<file path="config.mk">
export PLATFORM = sky130hd
export DESIGN_NAME = str_next_renderer
export DESIGN_NICKNAME = d
export VERILOG_FILES = /design/src/rtl/str_next_renderer.sv
export SDC_FILE = /design/constraint.sdc
export NUM_CORES = 1
export LEC_CHECK = 0
export BUFFER_PORTS_ARGS = -buffer_cell sky130_fd_sc_hd__buf_2
export CAP_MARGIN = 20
export CORE_MARGIN = 2
export CORE_UTILIZATION = 41
export DETAILED_ROUTE_END_ITERATION = 16
export PLACE_DENSITY = 0.75
export SYNTH_ARGS = -nofsm -noshare
export SYNTH_HDL_FRONTEND = slang
export SYNTH_SLANG_ARGS = --single-unit
export TNS_END_PERCENT = 10
</file>
<file path="constraint.sdc">
create_clock -name clk_i -period 1.65 [get_ports clk_i]
set_input_delay 0.0825 -clock clk_i [delete_from_list [all_inputs] [get_ports clk_i]]
set_output_delay 0.0825 -clock clk_i [all_outputs]
set_load 0.01 [all_outputs]
</file>
<file path="src/rtl/str_next_renderer.sv">
// str_next_renderer: two-stage pixel pipeline for the "NEXT" caption.
// Stage 1 locates the raster position inside the glyph box and addresses the
// string ROM. Stage 2 picks the addressed pixel bit and registers the colour.
// A frame-counted blink FSM gates the caption.
module str_next_renderer #(
    parameter int          X0_P      = 400,
    parameter int          Y0_P      = 100,
    parameter int          GLYPHS_P  = 4,
    parameter int          GLYPH_W_P = 32,
    parameter int          GLYPH_H_P = 64,
    parameter int          BLINK_P   = 30,
    parameter logic [11:0] FG_P      = 12'hFFF,
    parameter logic [11:0] BG_P      = 12'h000
) (
    input  logic        clk_i,
    input  logic        rst_n_i,
    input  logic [10:0] x_i,
    input  logic [9:0]  y_i,
    input  logic        de_i,
    input  logic        hsync_i,
    input  logic        vsync_i,
    input  logic        blink_en_i,
    output logic [7:0]  rom_addr_o,
    input  logic [31:0] rom_data_i,
    output logic [11:0] rgb_o,
    output logic        hit_o,
    output logic        de_o,
    output logic        hsync_o,
    output logic        vsync_o
);

    localparam logic [31:0] X_LO = 32'(X0_P);
    localparam logic [31:0] X_HI = 32'(X0_P + GLYPHS_P * GLYPH_W_P);
    localparam logic [31:0] Y_LO = 32'(Y0_P);
    localparam logic [31:0] Y_HI = 32'(Y0_P + GLYPH_H_P);
    localparam int          CW   = (BLINK_P > 1) ? $clog2(BLINK_P) : 1;
    localparam logic [CW-1:0] CNT_LAST = CW'(BLINK_P - 1);

    typedef enum logic {SHOW, HIDE} blink_t;

    blink_t          state;
    logic [CW-1:0]   frame_cnt;
    logic            vsync_q;
    logic            vs_rise;
    logic            show;

    logic [31:0]     xw;
    logic [31:0]     yw;
    logic [31:0]     dx;
    logic [31:0]     dy;
    logic            in_box;
    logic [7:0]      next_addr;
    logic [4:0]      next_col;

    logic            in_box_q;
    logic [4:0]      col_q;
    logic            de_q;
    logic            hs_q;
    logic            vs_q;
    logic [4:0]      px_idx;
    logic            pix_bit;

    // Box test and glyph/column decode; 32-bit arithmetic so nothing wraps.
    always_comb begin
        xw        = 32'(x_i);
        yw        = 32'(y_i);
        in_box    = de_i && (xw >= X_LO) && (xw < X_HI) && (yw >= Y_LO) && (yw < Y_HI);
        dx        = xw - X_LO;
        dy        = yw - Y_LO;
        next_addr = 8'((dx / 32'(GLYPH_W_P)) * 32'(GLYPH_H_P) + dy);
        next_col  = 5'(dx % 32'(GLYPH_W_P));
    end

    assign vs_rise = vsync_i & ~vsync_q;
    assign show    = (state == SHOW);
    assign px_idx  = 5'(GLYPH_W_P - 1) - col_q;
    assign pix_bit = rom_data_i[px_idx];

    // Stage 1: register box flag, column and syncs; ROM address holds outside the box.
    always_ff @(posedge clk_i or negedge rst_n_i) begin
        if (!rst_n_i) begin
            rom_addr_o <= '0;
            in_box_q   <= 1'b0;
            col_q      <= '0;
            de_q       <= 1'b0;
            hs_q       <= 1'b0;
            vs_q       <= 1'b0;
        end else begin
            in_box_q <= in_box;
            de_q     <= de_i;
            hs_q     <= hsync_i;
            vs_q     <= vsync_i;
            if (in_box) begin
                rom_addr_o <= next_addr;
                col_q      <= next_col;
            end else begin
                col_q      <= '0;
            end
        end
    end

    // Blink FSM: counts vsync rising edges, toggles SHOW/HIDE every BLINK_P frames.
    always_ff @(posedge clk_i or negedge rst_n_i) begin
        if (!rst_n_i) begin
            state     <= SHOW;
            frame_cnt <= '0;
            vsync_q   <= 1'b0;
        end else begin
            vsync_q <= vsync_i;
            if (!blink_en_i) begin
                state     <= SHOW;
                frame_cnt <= '0;
            end else if (vs_rise) begin
                if (frame_cnt == CNT_LAST) begin
                    frame_cnt <= '0;
                    state     <= (state == SHOW) ? HIDE : SHOW;
                end else begin
                    frame_cnt <= frame_cnt + CW'(1);
                end
            end
        end
    end

    // Stage 2: select the pixel bit (MSB = leftmost) and register colour and syncs.
    always_ff @(posedge clk_i or negedge rst_n_i) begin
        if (!rst_n_i) begin
            rgb_o   <= BG_P;
            hit_o   <= 1'b0;
            de_o    <= 1'b0;
            hsync_o <= 1'b0;
            vsync_o <= 1'b0;
        end else begin
            hit_o   <= in_box_q & show;
            rgb_o   <= (in_box_q & show & pix_bit) ? FG_P : BG_P;
            de_o    <= de_q;
            hsync_o <= hs_q;
            vsync_o <= vs_q;
        end
    end

endmodule

</file>
==> impl_results.md <==
- Status: completed
- Area leader, netlist: dfrtp_1
- Worst VDD drop: approximately 0.46 mV
- Clock Power Share: 29.4%
- R2R depth: 4
- Yosys cell types: 37
- Drt first pass iters: 4
- Worst path buffer plus inverter count: 0
- Top cell type's share of synthesized area: 41.1%
- Worst hold stages: 2
- Post-synth EDFFs: 0
- Register area share after synthesis: roughly 41%
- All-Layer GR Usage: approximately 15%
- Ports: 83
- Worst slew pin tran: ~0.61 ns
- Arr. time, crit path: roughly 1.8 ns
- Hold Crit Endpoint: col_q[2]
- Critical R2R Launch: col_q[1]
- CTS Root Cell: clkbuf_8
- Synth Warn #: 0
- I/O Buffers: 82
- DP HPWL: 2960 um
- Switching fraction of total power: between 20% and 30%
- H-tree levels: 1
- Synth top area cells: dfrtp_1 41%, mux4_2 9.2%, ha_1 7.3%
- Setup WS pre-CTS: -0.145 ns
- Std cell rows: 23
- Core box area: 4000 um2
- Syn avg cell area: between 10 and 15 um2
- Crit path kind: reg -> reg
- Post-route setup slack: about 0.057 ns
- Avg WL per Cell: around 12 um
- WP data required: approximately 1.8 ns
- Wirelength, routed: roughly 3600 um
- Maximum number of pins on one net before global-route repair: 29
- RSZ-0062 raised after global routing: true
- Total power density per cell area: 605 nW/um2
- Reg power frac: between 50% and 60%
- Seq cells post-synth: 28
- Reg2Reg Setup Slack: approximately 0.057 ns
- Slew Viols, Final: 0
- CTS Sinks: 28
- DR iter-0 viols: 8
- Clock Tree Buf Depth: 2
- Die Ht: ~69 um
- Final setup viols: 0
- Int Power: 1070 uW
- Slew margin rel.: 59.2%
- Design Area, Final: ~2300 um2
- # nets final: 313
- Crit path cell chain: mux4_2, mux2_2, o311ai_2, a31oi_1
- ANT nets after route: 0
- Post-synth top flop: dfrtp_1
- Worst skew pair latency: 0.27 ns
- CP max-delay cell: mux4_2
- Area delta synth->final: 35.7%
- Combinational cell fraction of total power: a little under a fifth
- Initial antenna violation count: 0
- Most frequent cells in the layout: 82 x buf_2, 27 x dfrtp_1, 15 x buf_4
- Final core occ: approximately 58%
- Vias in the first global route: 1,287
- Share of layout cells above drive strength 1: about 52%
- Critical path endpoint category: register
- Final Wtd Congestion: between 0.7 and 0.8
- Dpl cell area: 2200 um2
- CTS Buf Count: 3
- Synth async-reset ratio: 100%
- Critical path startpoint category: register
- CP max stage delay: 0.51 ns
- Fin crit period: between 1.5 and 2 ns
- Final Skew: about 0.00058 ns
- Number of max-cap violations: 0
- Starting Density: ~43%
- Crit share post-route: a little over nine tenths
- Most common cell after layout, fill and taps aside: buf_2
- Total inserted antenna cells: 0
- Die W: roughly 69 um
- Max FO, Critical Path: 4
- Hold Fails Final Rpt: 0
- Die area: between 4000 and 5000 um2
- DRC: 0
- GR Overflow Total: 0
- Worst Hold Class: in -> reg
- Worst R2R End: rgb_o[10]
- Post-Synthesis Cell Area: 1710 um2
- Post-DR vias/cell: 4.90
- P_leak: roughly 0.0012 uW
- First-pass GRT wire length: around 5300 um
- Crit-path leading delay family: multiplexers
- Hold Crit Start: x_i[2]
- Syn_nets: 220
- DR vias: 1,430
- Worst-path clk slew: around 0.090 ns
- TritonCTS clock tree: built
- Synth Instances: 150
- Net Switching: around 330 uW
- Max frequency: 0.628 GHz
worst register-to-register path, cell delays in order, from the launching register on:
cell	delay [ns]
dfrtp_2	0.41
mux4_2	0.51
mux2_2	0.29
o311ai_2	0.21
a31oi_1	0.06
flip-flops by register name, indices dropped and copies added, names as in the netlist:
name / cells
col_q: 5
in_box_q: 1
rom_addr_o: 8
rgb_o: 1
hit_o: 1
vsync_q: 1
frame_cnt: 5
de_q: 1
hs_q: 1
vsync_o: 1
hsync_o: 1
state: 1
de_o: 1
routing by layer:
metal | vias to the layer above | track usage [%] | wire length (um)
met4 | 0 | 6.00 | 44
met5 | - | 0 | 0
met2 | 74 | 28.8 | 1720
met1 | 655 | 16.6 | 1430
met3 | 4 | 2.76 | 405
li1 | 697 | - | -
repair_timing:
action | 4_1_cts | 5_1_grt
setup buffers | 1 | 0
setup endpoints to repair | 1 | 1
endpoints found under the hold margin | 31 | 0
hold buffers | 4 | 0
gates resized for setup | 1 | 2
cells in the mapped netlist, types with 2 or more instances:
library cell	instances
mux2_4	2
nand4b_1	2
and2_2	5
mux4_2	7
o31ai_1	2
nor2b_1	3
mux2i_1	4
inv_1	11
a31oi_1	2
xnor2_1	5
nand2_1	14
dfrtp_1	28
xor2_1	2
ha_1	10
buf_4	11
nor2_1	6
nand3_1	4
buf_2	2
mux2_2	5
nor3_1	2
o21ai_0	7
cell type report:
class | count | area [um2]
Inverter | 11 | 41.3
Multi-Input combinational cell | 97 | 872
Clock buffer | 4 | 55.1
Tap cell | 50 | 62.6
Timing Repair Buffer | 102 | 583
Fill cell | 356 | 1680
Sequential cell | 28 | 702
metrics by stage:
stage,setup TNS (ns),power [uW],hold slack [ns],cells
finish,0,1400,0.0508,292
floorplan,-0.000636,854,-0.213,150
global route,-0.0183,1490,0.0495,292
detailed placement,-1.31,999,0.132,283
CTS,0,1420,0.0456,292
global placement,-0.732,991,0.128,283
logic make-up after synthesis:
family	count (synthesis)	synth area share [%]
XOR/XNOR	7	3.59
AND/OR/NAND/NOR	43	13.7
flip-flops	28	41.1
buffers and inverters	25	8.50
adder cells (fa/ha/maj)	11	8.50
multiplexers	18	16.6
AO/OA/AOI/OAI	18	7.99
power groups by stage:
stage	logic, uW	registers (uW)	clock network, uW
final	269	721	412
after global routing	301	725	461
after CTS	273	722	429
after detailed placement	265	734	0
after global placement	256	736	0
after floorplan	113	741	0
how the worst max path moves through the flow:
stage | from | to | slack, ns | depth (start not counted)
2_1_floorplan | col_q[1] | rgb_o[10] | -0.0006 | 5
3_3_place_gp | x_i[3] | rom_addr_o[1] | -0.09 | 7
3_5_place_dp | x_i[3] | rom_addr_o[6] | -0.14 | 7
4_1_cts | col_q[1] | rgb_o[10] | 0.007 | 4
5_1_grt | col_q[1] | rgb_o[10] | -0.02 | 4
6_report | col_q[1] | rgb_o[10] | 0.06 | 4
(Power assumes the default switching activity.)
